### src/rtl/piso_serializer.sv
// -----------------------------------------------------------------------------
// piso_serializer
//
// Parallel-in, serial-out stage that feeds a serial 1101 sequence detector.
// A WIDTH-bit word is accepted through a valid/ready handshake and then
// emitted one bit per clock on x_out. A new word can be accepted in the same
// cycle as the last bit of the previous word. This keeps the serial stream
// contiguous across word boundaries, so patterns that straddle two words are
// still seen by the detector.
//
// Parameters:
//   WIDTH      word size in bits (WIDTH >= 2)
//   MSB_FIRST  1: din[WIDTH-1] leaves first, 0: din[0] leaves first
//   IDLE_LEVEL level driven on x_out while no word is in flight
//
// Ports:
//   clk         rising-edge clock
//   reset       synchronous, active-high reset
//   din         parallel word, sampled only on an accepted handshake
//   load_valid  producer has a word on din
//   load_ready  a word can be accepted this cycle (combinational)
//   x_out       serial data bit (registered), drives the detector's x
//   bit_valid   x_out carries a data bit this cycle (registered)
//   done        one-cycle pulse alongside the last bit of a word (registered)
// -----------------------------------------------------------------------------
module piso_serializer #(
  parameter int WIDTH      = 8,
  parameter bit MSB_FIRST  = 1'b1,
  parameter bit IDLE_LEVEL = 1'b0
) (
  input  logic             clk,
  input  logic             reset,
  input  logic [WIDTH-1:0] din,
  input  logic             load_valid,
  output logic             load_ready,
  output logic             x_out,
  output logic             bit_valid,
  output logic             done
);

  localparam int CW = $clog2(WIDTH);
  localparam logic [CW-1:0] LAST_IDX = CW'(WIDTH - 1);

  typedef enum logic {
    S_IDLE  = 1'b0,
    S_SHIFT = 1'b1
  } state_e;

  state_e           state_q, state_d;
  logic [CW-1:0]    cnt_q, cnt_d;       // index of the bit currently on x_out
  logic [WIDTH-1:0] shreg_q, shreg_d;   // bits still waiting to go out
  logic             x_q, x_d;
  logic             bv_q, bv_d;
  logic             done_q, done_d;

  logic             last_bit;
  logic             accept;

  // Bit-order dependent taps. "head" is the bit that goes onto x_out next;
  // "tail" is what remains in the shift register once the head has left.
  logic             load_head;
  logic [WIDTH-1:0] load_tail;
  logic             shift_head;
  logic [WIDTH-1:0] shift_tail;

  generate
    if (MSB_FIRST) begin : g_msb_first
      assign load_head  = din[WIDTH-1];
      assign load_tail  = {din[WIDTH-2:0], 1'b0};
      assign shift_head = shreg_q[WIDTH-1];
      assign shift_tail = {shreg_q[WIDTH-2:0], 1'b0};
    end else begin : g_lsb_first
      assign load_head  = din[0];
      assign load_tail  = {1'b0, din[WIDTH-1:1]};
      assign shift_head = shreg_q[0];
      assign shift_tail = {1'b0, shreg_q[WIDTH-1:1]};
    end
  endgenerate

  // Ready is also high during the final bit so the next word can be
  // chained with no idle cycle in between.
  assign last_bit   = (state_q == S_SHIFT) && (cnt_q == LAST_IDX);
  assign load_ready = (state_q == S_IDLE) || last_bit;
  assign accept     = load_valid && load_ready;

  // ---------------------------------------------------------------------------
  // Next-state logic
  // ---------------------------------------------------------------------------
  always_comb begin
    state_d = state_q;
    cnt_d   = cnt_q;
    shreg_d = shreg_q;
    x_d     = x_q;
    bv_d    = bv_q;
    done_d  = 1'b0;

    if (accept) begin
      // The first bit is registered straight onto x_out at the accepting
      // edge. The rest of the word is parked in the shift register.
      state_d = S_SHIFT;
      cnt_d   = '0;
      shreg_d = load_tail;
      x_d     = load_head;
      bv_d    = 1'b1;
    end else begin
      case (state_q)
        S_IDLE: begin
          x_d  = IDLE_LEVEL;
          bv_d = 1'b0;
        end
        S_SHIFT: begin
          if (last_bit) begin
            state_d = S_IDLE;
            cnt_d   = '0;
            shreg_d = '0;
            x_d     = IDLE_LEVEL;
            bv_d    = 1'b0;
          end else begin
            cnt_d   = cnt_q + CW'(1);
            shreg_d = shift_tail;
            x_d     = shift_head;
            bv_d    = 1'b1;
            // done is registered, so raise it on the edge that brings the
            // final bit onto x_out.
            done_d  = (cnt_q + CW'(1)) == LAST_IDX;
          end
        end
        default: begin
          state_d = S_IDLE;
          x_d     = IDLE_LEVEL;
          bv_d    = 1'b0;
        end
      endcase
    end
  end

  // ---------------------------------------------------------------------------
  // State registers. Reset takes priority over a same-edge accept, so a word
  // offered during reset is dropped.
  // ---------------------------------------------------------------------------
  always_ff @(posedge clk) begin
    if (reset) begin
      state_q <= S_IDLE;
      cnt_q   <= '0;
      shreg_q <= '0;
      x_q     <= IDLE_LEVEL;
      bv_q    <= 1'b0;
      done_q  <= 1'b0;
    end else begin
      state_q <= state_d;
      cnt_q   <= cnt_d;
      shreg_q <= shreg_d;
      x_q     <= x_d;
      bv_q    <= bv_d;
      done_q  <= done_d;
    end
  end

  assign x_out     = x_q;
  assign bit_valid = bv_q;
  assign done      = done_q;

endmodule

### config.mk
export PLATFORM = sky130hd
export DESIGN_NAME = piso_serializer
export DESIGN_NICKNAME = d
export VERILOG_FILES = /design/src/rtl/piso_serializer.sv
export SDC_FILE = /design/constraint.sdc
export NUM_CORES = 1
export LEC_CHECK = 0
export BUFFER_PORTS_ARGS = -buffer_cell sky130_fd_sc_hd__clkbuf_2
export CAP_MARGIN = 30
export CORE_MARGIN = 1
export CORE_UTILIZATION = 36
export DETAILED_ROUTE_END_ITERATION = 8
export MAX_ROUTING_LAYER = met4
export RECOVER_POWER = 100
export SLEW_MARGIN = 20
export SYNTH_ARGS = -nofsm -noshare
export SYNTH_HDL_FRONTEND = slang
export SYNTH_SLANG_ARGS = --single-unit
### constraint.sdc
create_clock -name clk -period 4.1 [get_ports clk]
set_input_delay 0.82 -clock clk [delete_from_list [all_inputs] [get_ports clk]]
set_output_delay 0.82 -clock clk [all_outputs]
set_load 0.02 [all_outputs]
==> metrics, run 1 <==
status=finished, final reports clean; largest net degree at the start of global routing=22; Post-synth top flop=dfxtp_1; total track usage=14.8%; Commonest cells post-synth=dfxtp_1, nor2_1, nor2b_1; Die ar.=0.00216 mm2; Core Area=0.00178 mm2; Post-synth ARST share=0%; Placer Congestion=0.715; grt ovf=0; critical path startpoint=cnt_q[1]; P&R area growth vs syn=9.86%; critical path fanouts, max=9; WL/cell=11.4 um; Inst Count DP=111; setup TNS=0 ns; initial antenna violation count=0; Die Wd=46.4 um; syn_nets=92; most instantiated library cell after synthesis=dfxtp_1; vias in the first global route=497; CTS Buf Count=3; leakage power=0.343 nW; R2R depth=5; Peak VDD IR=0.163 mV; RR Startpoint=cnt_q[1]; fin crit share=59.8%; Min Clock Period, post-route=2.45 ns; fin cells=115; Yosys reg bits=13; footprint of the multi-input gates=380 um2; crit end category=primary output; I/O pin count=15; Synth Cell Area=711 um2; Final Max Slew Viols=0; Worst path most repeated cell=ha_1; Initial Utilization=39.9%; drt total wl=1.32 mm; Startpoint Class=flop; EDFF count, synth=0; share of cells above drive strength 1=17.8%; Initial DRC Count=3; PostCTS Resize Cnt=0; Synthesis Warnings=0; # diodes=0; Critical-path top delay cell=dfxtp_1; Worst Tran Pin Value=0.977 ns; Peak Freq=408 MHz; number of max-cap violations=0; slowest cell delay on critical path=0.36 ns; dpl hpwl=932 um; first-pass GRT wire length=2.18 mm; Metal-1 WL=655 um; Core Rows=15; Nets=106; clock sink count=13; Routed Antenna Nets=0; Fillers=208; sequential-to-total area share from yosys stat=36.6%; final hold slack=0.468 ns; Clock transition at path regs=0.08 ns; maximum clock path buffer count=2; highest routed layer=met4; leading area contributor after synthesis=dfxtp_1; Max Clock Skew=0.00199 ns; Synth area leaders=dfxtp_1, ha_1, mux2i_1; CTS Root Cell=clkbuf_4; Crit path depth=4; setup slack, reg-to-reg=2.38 ns; total number of vias=578; Power Dens Cells=333 mW/mm2; synth unique cells=23; Min-Delay Path Class=reg -> reg; IO buf count=14; final hold violations=0; CP endpoint=load_ready; # setup viols final=0; CP Buf/Inv Count=1; Synth Instances=77; Max-slew headroom=34.9%; Final Power=0.260 mW; met2 WL=587 um; hold_sp=shreg_q[4]; Setup Fix Bufs, Post-CTS=0; CTS tree=built; crit path DAT=1.63 ns; R2R Path End=x_out; Post-CTS Hold Buffers=0; CP cell instances=ha_1 > ha_1 > nand2b_1 > clkbuf_1; FF/Latch Area=260 um2; CTS HTree Levels=1; Crit Path Class=reg -> out; clk_lat worst skew=0.27 ns; # DRC=0; drt via density=5.03; RSZ-0062 raised after global routing=no; critical path required time=3.28 ns; top cell type's share of synthesized area=36.6%; Die Span Y=46.4 um; DR pass1 iterations=2; Syn Area/Cell=9.23 um2; family with the most delay on the worst path=adder cells; met3 WL=49 um
==> flip-flops by register name, summed over array words and instances, names as in the netlist <==
name / count
shreg_q: 7
x_out: 1
done: 1
cnt_q: 3
state_q: 1
==> logic make-up after synthesis <==
kind of cell,Yosys count,synth area share (%)
multiplexers,5,7.22
adder cells (fa/ha/maj),4,7.04
AO/OA/AOI/OAI,21,23.1
flip-flops,13,36.6
AND/OR/NAND/NOR,24,18.7
buffers and inverters,10,7.39
==> report_power, final <==
part           total [mW]  switching, mW  internal, mW
combinational      0.0388         0.0203        0.0185
sequential          0.140        0.00650         0.134
clock              0.0809         0.0432        0.0377
==> area by class of cell <==
class | instances | share of cell area (%)
Timing Repair Buffer | 14 | 8.17
Inverter | 5 | 2.40
Multi-Input combinational cell | 54 | 48.7
Sequential cell | 13 | 33.3
Clock buffer | 4 | 3.37
Tap cell | 25 | 4.01
==> worst register-to-register path, cell delays in order (launching register included) <==
cell and delay, ns:
dfxtp_1 0.33, ha_1 0.20, ha_1 0.25, nand2b_1 0.18
nor3b_1 0.52, a32o_1 0.19
==> metal layers <==
layer,vias up,track usage [%]
met1,267,19.0
li1,296,-
met3,4,3.53
met5,-,-
met2,11,21.7
met4,0,7.06
==> cell usage in the layout, fill, tap and decap left out, types with 4 or more instances in the layout <==
| master | synthesis | layout |
|---|---|---|
| clkbuf_1 | 0 | 6 |
| a21oi_1 | 5 | 5 |
| o21a_1 | 4 | 4 |
| clkbuf_2 | 0 | 9 |
| nand3_1 | 5 | 5 |
| dfxtp_1 | 13 | 13 |
| nor2b_1 | 6 | 6 |
| nor2_1 | 8 | 8 |
| mux2i_1 | 4 | 4 |
| inv_1 | 5 | 5 |
| ha_1 | 4 | 4 |
==> per-stage QoR <==
| stage | worst slack, ns | util, % | instance area, um2 |
|---|---|---|---|
| after floorplan | 2.31 | - | 711 |
| after global placement | 2.04 | 43.6 | 778 |
| after detailed placement | 2.03 | 43.6 | 778 |
| after CTS | 1.72 | 45.1 | 805 |
| after global routing | 1.52 | 43.8 | 781 |
| final | 1.65 | 43.8 | 781 |
==> worst min path at each step <==
stage,slack (ns),depth (start not counted),to
6_report,0.47,1,shreg_q[5]
5_1_grt,0.49,1,shreg_q[7]
4_1_cts,0.47,1,shreg_q[5]
3_5_place_dp,0.45,1,shreg_q[5]
3_3_place_gp,0.44,1,shreg_q[5]
2_1_floorplan,0.43,1,shreg_q[5]
Power figures use the tool's default switching activity.
==> run 2: changes to the inputs <==
--- a/config.mk
+++ b/config.mk
@@ -5,6 +5,7 @@
 export SDC_FILE = /design/constraint.sdc
 export NUM_CORES = 1
 export LEC_CHECK = 0
+export ABC_AREA = 1
 export BUFFER_PORTS_ARGS = -buffer_cell sky130_fd_sc_hd__clkbuf_2
 export CAP_MARGIN = 30
 export CORE_MARGIN = 1
==> constraint.sdc (replaced) <==
create_clock -name clk -period 2.2 [get_ports clk]
set_input_delay 0.44 -clock clk [delete_from_list [all_inputs] [get_ports clk]]
set_output_delay 0.44 -clock clk [all_outputs]
set_load 0.02 [all_outputs]
==> run 2 against run 1 <==
  * Non-clock buffer count stayed put
  * Utilization is 0.051 points higher
  * Clock skew down 0.00054 ns
  * Flip-flop and latch count stayed put
  * Power increased by 81%
  * Register-to-register slack lost 1.9 ns
  * Clock power grew 79%
  * Via count up 4.2%
  * Sequential share of layout area is 1.0 points higher
  * Routed wire length is 0.15% higher
  * Setup slack got worse by 1.3 ns
  * First-iteration DRC count rose to 5.0 times the previous value
==> metrics, run 2 <==
status=finished, final reports clean; footprint of the multi-input gates=322 um2 (-15%); largest registers=shreg_q x7, cnt_q x3; internal power=0.342 mW (+80%); CTS Buf Count=3 (unchanged); WL/cell=9.91 um (-13%); Commonest cells post-synth=nand2_1, dfxtp_1, inv_1; sequential power share=54.4% (+0.4 points); fin crit share=84.7%; Startpoint Class=flop; commonest non-fill, non-tap cells in the layout=nand2_1, dfxtp_1, inv_1; number of max-cap violations=0 (unchanged); # diodes=0 (unchanged); Setup Fix Bufs, Post-CTS=0 (unchanged); met3 usage=7.20% (+3.7 points); Peak Freq=537 MHz; CTS Root Cell=clkbuf_4; final hold violations=0 (unchanged); Max Clock Skew=0.00146 ns (-0.000538 ns); final instance area=757 um2 (-3.0%); Initial DRC Count=15 (+12); clk_lat worst skew=0.27 ns (about the same); CTS tree=built; most flop-heavy register=shreg_q; Min-Delay Path Class=in -> reg; Worst Tran Pin Value=0.307 ns (-0.670 ns); most instantiated library cell after synthesis=nand2_1; Placer Congestion=0.807 (+13%); share of cells above drive strength 1=16.7% (-1.1 points); fin worst setup slack=0.336 ns (-1.31 ns); sequential-to-total area share from yosys stat=39.0% (+2.3 points); Yosys reg bits=13 (unchanged); clock sink count=13 (unchanged); max reg flops=7 (unchanged); P&R area growth vs syn=13.3%; crit end category=primary output; synth unique cells=20 (-13%); grt ovf=0 (unchanged); initial antenna violation count=0 (unchanged); Post-CTS Hold Buffers=0 (unchanged); first-pass GRT wire length=2.25 mm (+3.2%); Setup WS pre-CTS=0.713 ns (-1.32 ns); Routed Antenna Nets=0 (unchanged); # setup viols final=0 (unchanged); sw power=0.128 mW (+83%); Switching Fraction=27.3% (+0.36 points); Initial Utilization=38.7% (-1.2 points); drt total wl=1.32 mm (+0.15%); syn_nets=106 (+15%); Min Clock Period, post-route=1.86 ns; total number of vias=602 (+4.2%); Synth Cell Area=668 um2 (-6.0%); Logic pwr share=14.7% (-0.2 points); Die Wd=45.1 um (-2.9%); drt via density=4.53 (-9.9%); FF/Latch Area=260 um2 (unchanged); IO buf count=14 (unchanged); crit path DAT=1.42 ns (-0.21 ns); M2 GR Usage=27.8% (+6.2 points); Core Rows=15 (unchanged); GR Util met1=16.8% (-2.1 points); Post-synth top flop=dfxtp_1; Fillers=202 (-2.9%); Die ar.=0.00203 mm2 (-5.7%); Post-synth ARST share=0% (unchanged); Synthesis Warnings=0 (unchanged); commonest non-fill, non-tap cell in the layout=nand2_1; most used routing layer=met2; Core Area=0.00173 mm2 (-3.2%); setup TNS=0 ns (unchanged); total track usage=16.2% (+1.3 points); maximum clock path buffer count=2 (unchanged); critical path fanouts, max=7 (-2); largest net degree at the start of global routing=11 (-50%); leading area contributor after synthesis=dfxtp_1; Max-slew headroom=79.5% (+45 points); Cell Area, Placed=764 um2 (-1.8%); vias in the first global route=547 (+10%); Power Dens Cells=622 mW/mm2 (+87%); EDFF count, synth=0 (unchanged); Synth area leaders=dfxtp_1, nand2_1, ha_1; Clock transition at path regs=0.07 ns (about the same); I/O pin count=15 (unchanged); Synth Instances=91 (+18%); DR pass1 iterations=2 (unchanged); Nets=124 (+17%); critical path required time=1.76 ns (-1.52 ns); Die Span Y=45.1 um (-2.9%); top cell type's share of synthesized area=39.0% (+2.3 points); PostCTS Resize Cnt=0 (unchanged); Syn Area/Cell=7.34 um2 (-20%); Crit Path Class=reg -> out; CTS HTree Levels=1 (unchanged); RSZ-0062 raised after global routing=no; Final Max Slew Viols=0 (unchanged); dpl hpwl=1.00 mm (+7.4%); Peak VDD IR=0.291 mV (+78%); leakage power=0.375 nW (+9.4%); Clk pwr share=30.9% (-0.2 points); # DRC=0 (unchanged); final hold slack=0.401 ns (-0.0674 ns)
-- run 2: cell types whose count changed after synthesis, moves of 4 or more --
| cell | before | now |
|---|---|---|
| inv_1 | 5 | 11 |
| mux2i_1 | 4 | 0 |
| nand2_1 | 2 | 21 |
| nor2b_1 | 6 | 0 |
| o21a_1 | 4 | 0 |
| o21ai_0 | 0 | 4 |
-- run 2: logic make-up after synthesis --
| family | count (synthesis) | synth area share (%) |
|---|---|---|
| adders and majority gates | 4 | 7.49 |
| buffers and inverters | 15 | 8.61 |
| and+or+nand+nor | 46 | 33.1 |
| DFF | 13 | 39.0 |
| AOI/OAI and AO/OA | 13 | 11.8 |
-- run 2: critical path, cell delays in order (launching register included) --
cell and delay [ns]:
dfxtp_1 0.37, ha_1 0.19, ha_1 0.15, inv_1 0.04, nand2_1 0.16, clkbuf_1 0.25
-- run 2: stage by stage --
step | instances | util, % | total power, mW
after floorplan | 91 | - | 0.314
after global placement | 129 | 44.3 | 0.336
after detailed placement | 129 | 44.3 | 0.338
after CTS | 133 | 45.8 | 0.486
after global routing | 133 | 43.8 | 0.500
final | 133 | 43.8 | 0.471
-- run 2: area by class of cell --
class,count,share of cell area [%]
repair buffers,14,8.60
clock buffers,4,3.47
flip-flops and latches,13,34.4
multi-input cells,63,42.5
inverters,14,6.94
well taps,25,4.13
-- run 2: per-layer routing --
metal | share of wire, % | vias to the layer above
met5 | 0 | -
met3 | 4.6 | 0
met1 | 46 | 267
met4 | 0 | 0
met2 | 50 | 9
li1 | - | 326
-- run 2: power by group through the flow --
stage / clock network (mW) / logic (mW) / registers, mW
3_3_place_gp: 0 / 0.0739 / 0.262
4_1_cts: 0.152 / 0.0769 / 0.257
6_report: 0.145 / 0.0693 / 0.256
2_1_floorplan: 0 / 0.0505 / 0.263
5_1_grt: 0.163 / 0.0797 / 0.258
3_5_place_dp: 0 / 0.0760 / 0.262
-- run 2: worst paths after layout --
| check | start | cells past startpoint | to | slack, ns |
|---|---|---|---|---|
| worst min register to register | shreg_q[1] | 2 | shreg_q[1] | 0.47 |
| worst min-delay path | reset | 2 | state_q | 0.40 |
| worst max register to register | cnt_q[0] | 7 | x_out | 0.52 |
| worst max-delay path | cnt_q[0] | 5 | load_ready | 0.34 |
==> run 3: changes to the inputs <==
==> constraint.sdc (replaced) <==
create_clock -name clk -period 1.6 [get_ports clk]
set_input_delay 0.32 -clock clk [delete_from_list [all_inputs] [get_ports clk]]
set_output_delay 0.32 -clock clk [all_outputs]
set_load 0.02 [all_outputs]
==> run 3 against run 2 <==
  * Flip-flop and latch count did not move
  * Power rose by 41%
  * First-iteration DRC count fell by 33%
  * Via count rose by 1.8%
  * Register-to-register slack got worse by 0.40 ns
  * Largest cell class unchanged
  * Largest power group unchanged
==> metrics, run 3 (same netlist as run 2, synthesis figures left out) <==
number of max-cap violations=0 (unchanged); Nets=126 (+1.6%); fin cells=135 (+1.5%); max reg flops=7 (unchanged); I/O pin count=15 (unchanged); grt ovf=0 (unchanged); Die ar.=0.00203 mm2 (unchanged); Inst Count DP=129 (unchanged); Peak VDD IR=0.538 mV (+85%); IO buf count=14 (unchanged); total track usage=16.4% (+0.26 points); first-pass GRT wire length=2.21 mm (-1.6%); # setup viols final=0 (unchanged); RSZ-0062 raised after global routing=no; critical path required time=1.28 ns (-0.48 ns); hold path endpoint=state_q; CTS Root Cell=clkbuf_4; # DRC=0 (unchanged); largest net degree at the start of global routing=11 (unchanged); dpl hpwl=1.00 mm (about the same); CTS tree=built; Worst path most repeated cell=ha_2; Power Dens Cells=820 mW/mm2 (+32%); status=finished, final reports clean; fin crit share=96.0%; Core Rows=15 (unchanged); # diodes=0 (unchanged); setup TNS=0 ns (unchanged); largest registers=shreg_q x7, cnt_q x3; Routed Antenna Nets=0 (unchanged); crit path DAT=1.22 ns (-0.20 ns); initial antenna violation count=0 (unchanged); most flop-heavy register=shreg_q; setup slack, reg-to-reg=0.12 ns (-0.40 ns); Final Max Slew Viols=0 (unchanged); Worst Tran Pin Value=0.333 ns (+0.0257 ns); Die Span Y=45.1 um (unchanged); DR pass1 iterations=4 (+2); Critical-path top delay cell=dfxtp_2; P&R area growth vs syn=21.0%; Placer Congestion=0.826 (+2.4%); final instance area=808 um2 (+6.8%); slowest cell delay on critical path=0.33 ns (-0.04 ns); cell count of the worst hold path=2 (unchanged); crit end category=primary output; Initial Utilization=38.7% (unchanged); total number of vias=613 (+1.8%); Max Clock Skew=0.00265 ns (+0.00120 ns); Crit Path Class=reg -> out; fin util=46.8% (+3.0 points); Cell Area, Placed=764 um2 (unchanged); Die Wd=45.1 um (unchanged); Min-Delay Path Class=in -> reg; drt total wl=1.33 mm (+0.76%); final hold violations=0 (unchanged); Max-slew headroom=77.8% (-1.7 points); CTS HTree Levels=1 (unchanged); hold_sp=reset; Initial DRC Count=10 (-5); leakage power=0.390 nW (+4.2%); share of cells above drive strength 1=26.4% (+9.7 points); CP cell instances=ha_2 > ha_2 > inv_2 > nand2_4 > clkbuf_8; clock sink count=13 (unchanged); commonest non-fill, non-tap cell in the layout=nand2_1; clk_lat worst skew=0.28 ns (about the same); Peak Freq=651 MHz; commonest non-fill, non-tap cells in the layout=nand2_1, dfxtp_1, inv_1, clkbuf_2, nor2_1; Startpoint Class=flop; Min Clock Period, post-route=1.54 ns; drt via density=4.54 (+0.32%); R2R depth=8 (+1); vias in the first global route=540 (-1.3%); WL/cell=9.84 um (-0.73%); maximum clock path buffer count=2 (unchanged); RR Startpoint=cnt_q[1]; R2R Path End=x_out; Core Area=0.00173 mm2 (unchanged); CTS Buf Count=3 (unchanged); Clock transition at path regs=0.08 ns (about the same); critical path fanouts, max=3 (-4)
## run 3: cell count changes in the layout (fill, tap and decap cells not counted), sizes merged
cell / previous run / this run
buf: 0 / 2
## run 3: metrics by stage
step,power [mW],hold WS (ns),setup slack [ns]
after floorplan,0.431,0.389,0.325
after global placement,0.462,0.456,0.250
after detailed placement,0.465,0.465,0.243
after CTS,0.679,0.264,0.0281
after global routing,0.705,0.270,0.00930
final,0.663,0.273,0.0644
## run 3: worst max-delay path: cells and delay by family, from the launching register on
family	cells	cell delay, ns
adders and majority gates	2	0.34
DFF	1	0.33
buffers and inverters	2	0.22
and+or+nand+nor	1	0.04
## run 3: layer usage
metal,up-vias,global-route usage [%],wire length (um)
li1,328,-,-
met1,272,17.8,583
met2,9,25.8,661
met3,4,7.20,58
met4,0,7.27,25
met5,-,-,0
## run 3: final cells by class
cell class                 instances  area (um2)
clock buffer                       4        26.3
fill                             201         918
inverter                          14        52.6
multi-input combinational         63         345
sequential                        13         263
tap                               25        31.3
timing repair buffer              16        90.1
## run 3: how the worst max path moves through the flow
stage               startpoint          to  depth (start not counted)  slack, ns
CTS                   cnt_q[1]  load_ready                          5       0.03
global placement      cnt_q[0]  load_ready                          5       0.25
floorplan             cnt_q[0]       x_out                          8       0.32
detailed placement    cnt_q[0]  load_ready                          5       0.24
finish                cnt_q[1]  load_ready                          5       0.06
global route          cnt_q[0]  load_ready                          5      0.009
## run 3: power by group
group          total [mW]  internal (mW)  switching (mW)
registers           0.353          0.341          0.0124
clock network       0.202         0.0968           0.105
logic               0.108         0.0425          0.0652
## run 3: repair_timing
| action | in CTS | in global routing |
|---|---|---|
| endpoints found under the hold margin | 0 | 0 |
| hold buffers | 0 | 0 |
| pin swaps | 0 | 0 |
| buffers inserted | 2 | 0 |
| endpoints found under the setup margin | 1 | 1 |
| resized for setup | 6 | 1 |
